## config.mk

```make
export PLATFORM = sky130hd
export DESIGN_NAME = var7_multi_search
export DESIGN_NICKNAME = d
export VERILOG_FILES = /design/src/rtl/var7_multi_search.sv
export SDC_FILE = /design/constraint.sdc
export NUM_CORES = 1
export LEC_CHECK = 0
export CAP_MARGIN = 20
export CORE_MARGIN = 3
export CORE_UTILIZATION = 48
export CTS_CLUSTER_DIAMETER = 50
export DETAILED_ROUTE_END_ITERATION = 8
export PLACE_DENSITY = 0.79
export SLEW_MARGIN = 5
export SYNTH_ARGS = -nofsm -noshare
export SYNTH_HDL_FRONTEND = slang
export SYNTH_SLANG_ARGS = --single-unit
export TNS_END_PERCENT = 1
```

## constraint.sdc

```tcl
create_clock -name clk_i -period 12.5 [get_ports clk_i]
set_input_delay 2.5 -clock clk_i [delete_from_list [all_inputs] [get_ports clk_i]]
set_output_delay 2.5 -clock clk_i [all_outputs]
set_load 0.05 [all_outputs]
```

## src/rtl/var7_multi_search.sv

```systemverilog
// rtl/var7_multi_search.sv - sequential 7-item three-constraint knapsack solver
module var7_multi_search #(
  parameter int unsigned MIN_VALUE  = 58,
  parameter int unsigned MAX_WEIGHT = 60,
  parameter int unsigned MAX_VOLUME = 60
) (
  input  logic       clk_i,
  input  logic       rst_i,
  input  logic       start_i,
  input  logic       ack_i,
  output logic       busy_o,
  output logic       done_o,
  output logic       found_o,
  output logic [6:0] best_sel_o,
  output logic [9:0] best_value_o,
  output logic [9:0] best_weight_o,
  output logic [9:0] best_volume_o,
  output logic [7:0] valid_count_o
);

  // Item table, index 0 = A ... index 6 = G
  localparam logic [9:0] ITEM_VAL [7] = '{10'd4,  10'd8,  10'd0,  10'd20, 10'd10, 10'd12, 10'd18};
  localparam logic [9:0] ITEM_WGT [7] = '{10'd28, 10'd8,  10'd27, 10'd18, 10'd27, 10'd28, 10'd6};
  localparam logic [9:0] ITEM_VOL [7] = '{10'd27, 10'd27, 10'd4,  10'd4,  10'd0,  10'd24, 10'd4};

  localparam logic [9:0] MIN_V = 10'(MIN_VALUE);
  localparam logic [9:0] MAX_W = 10'(MAX_WEIGHT);
  localparam logic [9:0] MAX_U = 10'(MAX_VOLUME);

  typedef enum logic [1:0] {IDLE, SCAN, DONE} state_t;

  state_t     state_q;
  logic [6:0] cand_q;
  logic       busy_q, done_q, found_q;
  logic [6:0] best_sel_q;
  logic [9:0] best_value_q, best_weight_q, best_volume_q;
  logic [7:0] valid_count_q;

  logic [9:0] sum_value_d, sum_weight_d, sum_volume_d;
  logic       cand_valid_d, cand_better_d;

  // Totals and acceptance test for the candidate currently held in cand_q
  always_comb begin
    sum_value_d  = 10'd0;
    sum_weight_d = 10'd0;
    sum_volume_d = 10'd0;
    for (int i = 0; i < 7; i++) begin
      if (cand_q[i]) begin
        sum_value_d  = sum_value_d  + ITEM_VAL[i];
        sum_weight_d = sum_weight_d + ITEM_WGT[i];
        sum_volume_d = sum_volume_d + ITEM_VOL[i];
      end
    end
    cand_valid_d  = (sum_value_d >= MIN_V) && (sum_weight_d <= MAX_W) && (sum_volume_d <= MAX_U);
    // Strict comparisons keep the earlier (lower) code on a full tie
    cand_better_d = cand_valid_d &&
                    (!found_q ||
                     (sum_value_d > best_value_q) ||
                     ((sum_value_d == best_value_q) && (sum_weight_d < best_weight_q)));
  end

  // Control FSM with registered status and result outputs
  always_ff @(posedge clk_i) begin
    if (rst_i) begin
      state_q       <= IDLE;
      cand_q        <= 7'd0;
      busy_q        <= 1'b0;
      done_q        <= 1'b0;
      found_q       <= 1'b0;
      best_sel_q    <= 7'd0;
      best_value_q  <= 10'd0;
      best_weight_q <= 10'd0;
      best_volume_q <= 10'd0;
      valid_count_q <= 8'd0;
    end else begin
      case (state_q)
        IDLE: begin
          if (start_i) begin
            state_q       <= SCAN;
            cand_q        <= 7'd0;
            busy_q        <= 1'b1;
            found_q       <= 1'b0;
            best_sel_q    <= 7'd0;
            best_value_q  <= 10'd0;
            best_weight_q <= 10'd0;
            best_volume_q <= 10'd0;
            valid_count_q <= 8'd0;
          end
        end
        SCAN: begin
          if (cand_valid_d) begin
            valid_count_q <= valid_count_q + 8'd1;
          end
          if (cand_better_d) begin
            found_q       <= 1'b1;
            best_sel_q    <= cand_q;
            best_value_q  <= sum_value_d;
            best_weight_q <= sum_weight_d;
            best_volume_q <= sum_volume_d;
          end
          cand_q <= cand_q + 7'd1;
          if (cand_q == 7'd127) begin
            state_q <= DONE;
            busy_q  <= 1'b0;
            done_q  <= 1'b1;
          end
        end
        DONE: begin
          if (ack_i) begin
            state_q <= IDLE;
            done_q  <= 1'b0;
          end
        end
        default: begin
          state_q <= IDLE;
          busy_q  <= 1'b0;
          done_q  <= 1'b0;
        end
      endcase
    end
  end

  assign busy_o        = busy_q;
  assign done_o        = done_q;
  assign found_o       = found_q;
  assign best_sel_o    = best_sel_q;
  assign best_value_o  = best_value_q;
  assign best_weight_o = best_weight_q;
  assign best_volume_o = best_volume_q;
  assign valid_count_o = valid_count_q;

endmodule

```

==> metrics, run 1 <==
status=completed; CTS-repair resized insts=0; CP bufs+invs=1; Setup Fix Bufs, Post-CTS=0; Setup Skew=0.0109 ns; total wire length=~12,000 um; GRT overflow=0; Detailed Route Iter0 Violations=approximately 220; Post-DRT Antenna Nets=0; Min-Delay Path Class=flip-flop to flip-flop; CTS tree=yes; Synth Flop Type=dfxtp_1; register area share after synthesis=~23%; Critical Path RT=between 10 and 15 ns; Std-Cell Rows=35; Synth area leaders=dfxtp_1 23%, ha_1 9.4%, mux2i_1 5.0%; crit path kind=flip-flop to flip-flop; Worst Setup Start Kind=flip-flop; n_diodes=0; clock root cell=clkbuf_8; total power draw=around 0.36 mW; Final Hold Viols=0; final period utilization=around 50%; aggregate negative setup slack=0 ns; Final Critical Period=between 6 and 7 ns; WP data arrival=between 6 and 7 ns; global-route wire length before repair=around 20,000 um; post-synthesis async set-or-reset flop share=0%; Hold-fix buffers, CTS=0; Die ar.=~11,000 sq um; Crit Path Max Fanout=21; setup slack, reg-to-reg=between 6 and 7 ns; Mapped Area=around 4800 sq um; Yosys top cell area share=23.1%; Via density=between 5 and 6; Residual DRC=0; hpwl dp=8810 um; number of port buffers=slightly below 50; clk slew on worst S/H paths=approximately 0.11 ns; gr usage total=roughly a fifth; maximum vdd ir drop=0.0000541 V; met2 Resource Use GR=a little under two fifths; final setup vio count=0; met1 GRT Util=between 20% and 30%; Setup crit end kind=flip-flop; CP cell instances=fa_1 > nand3b_2 > and2_1 > xnor2_1 > ha_1 > or3b_2 > o211ai_1 > nand3_1 > a21o_1 > xnor2_1 > ha_1 > a21o_1 > a21o_1 > a21oi_1 > o21ai_0 > a22oi_1 > o211a_1 > buf_4 > mux2_2; Final Non-Filler Cells=around 740; worst r2r path cells=19; Seq cells post-synth=55; f_max=between 150 and 200 MHz; clk sinks=55; CTS Buf Count=5; initial antenna violation count=0; global placement routability congestion=around 0.9; Worst R2R End=best_volume_o[5]; fin. max-slew vios=0; number of flops mapped to enable cells by yosys=0; CP dominant cell by count=a21o_1; Max-slew headroom=about 36%; gr busiest metal=met2; drt wl/cell=between 15 and 20 um; RSZ-0062 raised after global routing=false; Critical R2R Launch=cand_q[2]; pwr/cell area=67.1 nW/um^2; dpl cell area=5270 sq um; DRT Pass-1 Iters=4; crit path max-delay cell type=dfxtp_1; Design Area, Final=5390 sq um; area of the core=roughly 9500 sq um; Mean Syn Cell Area=8.19 sq um; I/O pins=52; Via Count=4,303; Skew-Pair Late Insertion Delay=around 0.32 ns; Hold Path End=valid_count_o[7]; Cell variety after synth=just under 80; initial core utilization=between 50% and 60%; Max Cap Violations=0; Total Nets Final=653; HP Start=valid_count_o[7]; Syn-to-layout area delta=12.8%; hold path depth=2; Synth area leader=dfxtp_1; largest net degree at the start of global routing=roughly 70; vias in the first global route=4,228; Placed Instances=approximately 730; share of layout cells above drive strength 1=a little over 7%; Worst setup startpoint=cand_q[2]; leakage=1.92 nW; Die Wd=roughly 110 um; DIE HEIGHT=between 100 and 150 um; cell family with most CP delay=compound AO/OA/AOI/OAI gates; Synth Instances=around 600; CP peak stage delay=approximately 0.85 ns; deepest clock path buffer count=2; number of synthesis warnings=0; met3 Usage GRT=under 10%; Fin Hold WS=just under 0.5 ns; slew of the pin with the lowest slew margin=0.961 ns; H-tree depth=2
[synthesized netlist by cell type, types with 3 or more instances]
master and n:
nor3b_1 8, nand2_1 41, and3_1 7, o211ai_1 9, or2_2 3, o21a_1 7, mux2i_1 24, or4_1 6
clkbuf_1 15, nor3_1 13, mux2_2 9, buf_4 5, or3_1 15, nand3b_1 8, a22oi_1 3, nand2b_1 28
o31ai_1 10, xnor2_1 25, buf_1 4, o22ai_1 4, xor2_1 9, and2_1 7, ha_1 36, inv_1 31
o21ai_0 17, buf_6 4, nand3_1 15, a21o_1 3, a21oi_1 27, dfxtp_1 55, buf_2 6, a211oi_1 5
o211a_1 4, nor2b_1 11, nand4_1 8, nor2_1 47
[layout by cell type, fill, tap and decap left out, types with 24 or more instances in the layout]
cell and instances:
a21oi_1 27, mux2i_1 24, ha_1 36, clkdlybuf4s50_1 48
xnor2_1 25, inv_1 31, nand2_1 41, nand2b_1 28
dfxtp_1 55, nor2_1 47
[flip-flops by register name, summed over array words and instances (netlist names)]
register and count:
done_o 1, best_volume_o 10, valid_count_o 8, state_q 2, best_weight_o 10, best_sel_o 7, best_value_o 8, found_o 1
cand_q 7, busy_o 1
[report_power, final]
group          switching, mW  internal (mW)  total, mW
Clock                 0.0639         0.0605      0.124
Combinational         0.0350         0.0234     0.0585
Sequential           0.00262          0.176      0.179
[worst reg2reg max path, cell delays in order, from the launching register on]
cell	delay (ns)
dfxtp_1	0.85
fa_1	0.65
nand3b_2	0.28
and2_1	0.23
xnor2_1	0.17
ha_1	0.20
or3b_2	0.44
o211ai_1	0.40
nand3_1	0.16
a21o_1	0.24
xnor2_1	0.13
ha_1	0.29
a21o_1	0.16
a21o_1	0.17
a21oi_1	0.13
o21ai_0	0.09
a22oi_1	0.24
o211a_1	0.53
buf_4	0.37
mux2_2	0.37
[cell families after synthesis]
group / synth area share, %
AOI/OAI and AO/OA: 18.4
xor gates and xnor gates: 7.68
adders and majority gates: 10.3
buffers and inverters: 6.45
DFF: 23.1
muxes: 8.20
other: 0.0785
and+or+nand+nor: 25.9
[metal layers]
| metal | vias to the layer above | part of all wire, % | wire [um] |
|---|---|---|---|
| li1 | 2131 | - | - |
| met1 | 2036 | 45 | 5240 |
| met2 | 115 | 49 | 5720 |
| met3 | 21 | 4.2 | 488 |
| met4 | 0 | 1.5 | 170 |
| met5 | - | 0 | 0 |
[stage by stage]
stage	util, %	setup slack, ns
2_1_floorplan	-	7.68
3_5_place_dp	55.7	6.37
5_1_grt	56.9	5.84
6_report	56.9	6.31
3_3_place_gp	55.7	6.54
4_1_cts	56.9	6.35
[area by class of cell]
cell class | count | area (sq um)
clock buffer | 5 | 68.8
clock inverter | 3 | 46.3
fill | 899 | 4070
inverter | 33 | 124
multi-input combinational | 464 | 3380
sequential | 55 | 1100
tap | 129 | 161
timing repair buffer | 52 | 508
[worst max path at each step]
stage                             endpoint  cells after the start
final                     best_volume_o[5]                     19
after global routing      best_volume_o[5]                     19
after CTS                 best_weight_o[0]                     19
after detailed placement  best_weight_o[0]                     19
after global placement    best_volume_o[1]                     19
after floorplan            best_value_o[1]                     19
(Power assumes the default switching activity.)
==> run 2, diff against run 1 <==
==> constraint.sdc (replaced) <==
create_clock -name clk_i -period 6.1 [get_ports clk_i]
set_input_delay 1.22 -clock clk_i [delete_from_list [all_inputs] [get_ports clk_i]]
set_output_delay 1.22 -clock clk_i [all_outputs]
set_load 0.05 [all_outputs]
==> run 2 against run 1 <==
  * Worst setup slack got worse by 5.7 ns
  * Combinational power increased by 110%
  * Largest cell class unchanged
  * Count of clock-buffer cells in the layout unchanged
  * Clock power increased by 76%
  * Critical path depth unchanged
  * Sequential share of layout area about the same
  * Total power increased by 95%
  * Wire length increased by 2.7%
  * Clock skew increased by 0.0017 ns
  * Non-clock buffer count increased by 4
  * Critical endpoint is now best_weight_o[0]
==> metrics, run 2 (synthesized netlist as in run 1, its figures left out) <==
Worst R2R End=best_weight_o[0]; Logic pwr share=17.6%; area of the core=roughly 9500 sq um; CTS-repair resized insts=0; Hold-fix buffers, CTS=0; Worst setup startpoint=cand_q[1]; Final Hold Viols=0; Residual DRC=0; Int Power=roughly 0.5 mW; f_max=181 MHz; WP data arrival=5.73 ns; DIE HEIGHT=between 100 and 150 um; commonest non-fill, non-tap cell in the layout=dfxtp_1; vias in the first global route=roughly 4,200; initial core utilization=50.5%; hpwl dp=approximately 9000 um; CP peak stage delay=around 0.63 ns; Min-Delay Path Class=flip-flop to flip-flop; final setup vio count=0; Critical Path RT=6.32 ns; global placement routability congestion=roughly 0.93; Detailed Route Iter0 Violations=~360; Total Nets Final=around 660; total wire length=~12,000 um; slew of the pin with the lowest slew margin=roughly 0.95 ns; deepest clock path buffer count=2; Std-Cell Rows=35; Crit Path Max Fanout=17; DRT Pass-1 Iters=5; clk slew on worst S/H paths=roughly 0.11 ns; global-route wire length before repair=around 20,000 um; Place WS=0.610 ns; share of layout cells above drive strength 1=between 7 and 8%; clk sinks=55; Via density=roughly 5.9; H-tree depth=2; Die ar.=roughly 11,000 sq um; total power draw=between 0.7 and 0.8 mW; Die Wd=106 um; Net Sw Power=between 0.2 and 0.25 mW; drt wl/cell=around 16 um; leakage=about 1.9 nW; crit path kind=flip-flop to flip-flop; crit path max-delay cell type=dfxtp_1; maximum vdd ir drop=0.000102 V; Reg power frac=51.5%; Final Critical Period=approximately 5.5 ns; CTS tree=yes; setup slack, reg-to-reg=~0.58 ns; GRT overflow=0; most frequent cells in the layout=55 x dfxtp_1, 48 x clkdlybuf4s50_1, 47 x nor2_1; fin. max-slew vios=0; status=completed; largest net degree at the start of global routing=a little under 70; Setup Fix Bufs, Post-CTS=0; pwr/cell area=131 nW/um^2; clock root cell=clkbuf_8; clock power share=between 30% and 40%; n_diodes=0; worst r2r path cells=19; Syn-to-layout area delta=13.1%; worst setup path end=best_weight_o[0]; cell family with most CP delay=compound AO/OA/AOI/OAI gates; CP cell instances=fa_1 > nand3b_2 > and2_1 > xnor2_1 > ha_1 > or3b_2 > o211ai_1 > nand3_1 > a21o_1 > xnor2_1 > ha_1 > a21o_1 > a21o_1 > a21oi_1 > o21ai_0 > a22oi_1 > o211a_1 > buf_4 > mux2_2; Max Cap Violations=0; Sw Ratio=a little under a third; Setup Skew=0.0126 ns; initial antenna violation count=0; fin worst setup slack=between 0.5 and 0.6 ns; Via Count=approximately 4,400; Stages on worst setup path=19; Max-slew headroom=36.4%; CTS Buf Count=5; Post-DRT Antenna Nets=0; RSZ-0062 raised after global routing=false; CP bufs+invs=1; I/O pins=between 50 and 60; final period utilization=90.5%; CP dominant cell by count=a21o_1; number of port buffers=between 40 and 50; Setup crit end kind=flip-flop; aggregate negative setup slack=0 ns; Skew-Pair Late Insertion Delay=0.33 ns; gr usage total=21.7%; Critical R2R Launch=cand_q[1]; Worst Setup Start Kind=flip-flop
## run 2: changes by cell type in the layout (fill, tap and decap cells not counted)
cell	delta
inv_6	-1
buf_4	+4
clkinv_4	+1
inv_8	+1
bufinv_16	-1
## run 2: worst min path at each step
stage                      from          endpoint  slack [ns]  cells past startpoint
2_1_floorplan        state_q[1]        state_q[1]        0.49                      2
3_3_place_gp             done_o            done_o        0.45                      2
3_5_place_dp             done_o            done_o        0.45                      2
4_1_cts                  done_o            done_o        0.47                      2
5_1_grt        best_volume_o[3]  best_volume_o[3]        0.50                      2
6_report                 done_o            done_o        0.47                      2
## run 2: layout make-up
type	instances	area (sq um)
Fill cell	868	4060
Multi-Input combinational cell	464	3380
Sequential cell	55	1100
Timing Repair Buffer	56	538
Tap cell	129	161
Inverter	33	124
Clock buffer	5	68.8
Clock inverter	3	27.5
## run 2: per-stage QoR
| step | area, sq um | hold WS [ns] | util [%] | instances |
|---|---|---|---|---|
| 2_1_floorplan | 4790 | 0.485 | - | 586 |
| 3_3_place_gp | 5300 | 0.449 | 56.0 | 737 |
| 3_5_place_dp | 5300 | 0.450 | 56.0 | 737 |
| 4_1_cts | 5400 | 0.475 | 57.1 | 745 |
| 5_1_grt | 5400 | 0.499 | 57.1 | 745 |
| 6_report | 5400 | 0.471 | 57.1 | 745 |
## run 2: per-layer routing
| layer | track usage [%] | vias to the layer above | part of all wire (%) |
|---|---|---|---|
| met1 | 27.8 | 2105 | 45 |
| met3 | 3.37 | 20 | 4.0 |
| li1 | - | 2143 | - |
| met5 | 0 | - | 0 |
| met4 | 7.12 | 0 | 2.0 |
| met2 | 37.1 | 102 | 49 |
## run 2: tightest hold or removal path, delay by kind of cell (launching register included)
family / cells / cell delay [ns]
compound gates: 1 / 0.05
flops: 1 / 0.33
simple gates: 1 / 0.05
## run 2: power by group through the flow
| stage | sequential (mW) | clock (mW) | combinational [mW] |
|---|---|---|---|
| 3_3_place_gp | 0.371 | 0 | 0.119 |
| 3_5_place_dp | 0.372 | 0 | 0.122 |
| 5_1_grt | 0.364 | 0.237 | 0.139 |
| 4_1_cts | 0.363 | 0.225 | 0.123 |
| 6_report | 0.363 | 0.218 | 0.124 |
| 2_1_floorplan | 0.374 | 0 | 0.0956 |
==> run 3, diff against run 2 <==
--- a/config.mk
+++ b/config.mk
@@ -10,6 +10,7 @@
 export CORE_UTILIZATION = 48
 export CTS_CLUSTER_DIAMETER = 50
 export DETAILED_ROUTE_END_ITERATION = 8
+export GPL_TIMING_DRIVEN = 0
 export PLACE_DENSITY = 0.79
 export SLEW_MARGIN = 5
 export SYNTH_ARGS = -nofsm -noshare
==> run 3 against run 2 <==
  * First-iteration DRC count is 4.9% lower
  * Via count rose by 2.3%
  * Clock skew is 0.0015 ns lower
  * Global-route usage up 1.6 points
  * Total power grew 2.9%
  * Register-to-register slack worse by 0.11 ns
  * Critical endpoint is now best_volume_o[2]
  * Largest power group unchanged
==> metrics, run 3 (synthesized netlist as in run 1, its figures left out) <==
status=completed; commonest non-fill, non-tap cell in the layout=dfxtp_1; Post-DRT Antenna Nets=0; Design Area, Final=~5500 sq um; crit path kind=flip-flop to flip-flop; DIE HEIGHT=about 110 um; deepest clock path buffer count=2; drt wl/cell=roughly 17 um; final period utilization=between 90% and 100%; Min-Delay Path Class=flip-flop to flip-flop; Placed Instances=roughly 760; Setup crit end kind=flip-flop; share of layout cells above drive strength 1=under 10%; Crit Path Max Fanout=10; Std-Cell Rows=35; initial antenna violation count=0; CP bufs+invs=2; WP data arrival=5.84 ns; number of port buffers=49; Total Nets Final=around 680; clock root cell=clkbuf_8; Setup Fix Bufs, Post-CTS=0; Residual DRC=0; Die ar.=around 11,000 sq um; Via density=between 5 and 6; Max-slew headroom=54.3%; Final Critical Period=5.62 ns; Via Count=between 4,000 and 5,000; most frequent cells in the layout=55 x dfxtp_1, 49 x clkdlybuf4s50_1, 47 x nor2_1; fin worst setup slack=about 0.48 ns; CTS-repair resized insts=0; CP dominant cell by count=o21a_1; global placement routability congestion=~0.93; Setup Skew=roughly 0.011 ns; pwr/cell area=~130 nW/um^2; Final Non-Filler Cells=around 770; RSZ-0062 raised after global routing=false; Critical Path RT=~6.3 ns; GRT overflow=0; area of the core=9460 sq um; dpl cell area=between 5000 and 6000 sq um; n_diodes=0; final setup vio count=0; Max Cap Violations=0; Detailed Route Iter0 Violations=346; H-tree depth=2; Syn-to-layout area delta=16.0%; CP peak stage delay=approximately 0.64 ns; global-route wire length before repair=21,400 um; f_max=roughly 180 MHz; crit path max-delay cell type=dfxtp_1; clk sinks=55; gr usage total=between 20% and 30%; I/O pins=between 50 and 60; CTS tree=yes; met3 Usage GRT=about 4.7%; Die Wd=around 110 um; CTS Buf Count=5; total wire length=13,200 um; aggregate negative setup slack=0 ns; gr busiest metal=met2; Final Hold Viols=0; maximum vdd ir drop=approximately 0.00010 V; Fin Hold WS=0.473 ns; met2 Resource Use GR=39.7%; Skew-Pair Late Insertion Delay=about 0.33 ns; hpwl dp=between 10,000 and 15,000 um; vias in the first global route=approximately 4,400; clk slew on worst S/H paths=0.11 ns; CP cell instances=buf_2 > inv_1 > ha_1 > mux2i_2 > xnor2_1 > ha_1 > nand2b_1 > nor2_1 > o311a_1 > nor2_1 > xor2_1 > ha_1 > o21a_1 > o21a_1 > o21a_1 > o21a_1 > o21ai_0 > a22oi_1 > o211ai_2 > mux2_2; fin. max-slew vios=0; DRT Pass-1 Iters=5; leakage=2.01 nW; Place WS=around 0.57 ns; Hold-fix buffers, CTS=0; largest net degree at the start of global routing=21; total power draw=0.726 mW; met1 GRT Util=between 30 and 40%; slew of the pin with the lowest slew margin=just under 0.7 ns; initial core utilization=between 50% and 60%; final core occ=58.6%; cell family with most CP delay=compound AO/OA/AOI/OAI gates; Worst Setup Start Kind=flip-flop
## run 3: changes by cell type in the layout (fill, tap and decap cells not counted), sizes merged
cell	delta
clkinvlp	-1
clkbuf	+15
clkinv	+1
buf	+11
clkdlybuf4s50	+1
## run 3: layout make-up
class,instances,area [sq um]
clock buffers,5,68.8
plain buffers,34,184
flip-flops and latches,55,1100
multi-input cells,464,3380
well taps,129,161
clock inverters,3,33.8
inverters,33,124
fillers,862,3920
repair buffers,49,490
## run 3: worst reg2reg max path: stages, from the launching register on
cell and delay (ns):
dfxtp_1 0.64, buf_2 0.38, inv_1 0.13, ha_1 0.44, mux2i_2 0.27, xnor2_1 0.15
ha_1 0.31, nand2b_1 0.16, nor2_1 0.06, o311a_1 0.37, nor2_1 0.13, xor2_1 0.34
ha_1 0.32, o21a_1 0.11, o21a_1 0.17, o21a_1 0.17, o21a_1 0.16, o21ai_0 0.18
a22oi_1 0.16, o211ai_2 0.49, mux2_2 0.40
## run 3: metal layers
metal,up-vias,share of wire [%]
met1,2121,45
met2,134,48
met4,0,1.5
met3,22,5.8
li1,2195,-
met5,-,0
## run 3: where the power goes
group | leakage [nW] | total [mW] | switching, mW | internal (mW)
Combinational | 1.51 | 0.132 | 0.0808 | 0.0513
Sequential | 0.444 | 0.365 | 0.00398 | 0.361
Clock | 0.0515 | 0.229 | 0.142 | 0.0869
Total | 2.01 | 0.726 | 0.227 | 0.499
## run 3: path summary, 6_finish.rpt
kind / from / end / slack (ns) / cells after the start
max: cand_q[0] / best_volume_o[2] / 0.48 / 20
min: done_o / done_o / 0.47 / 2
max reg2reg: cand_q[0] / best_volume_o[2] / 0.48 / 20
min reg2reg: done_o / done_o / 0.47 / 2
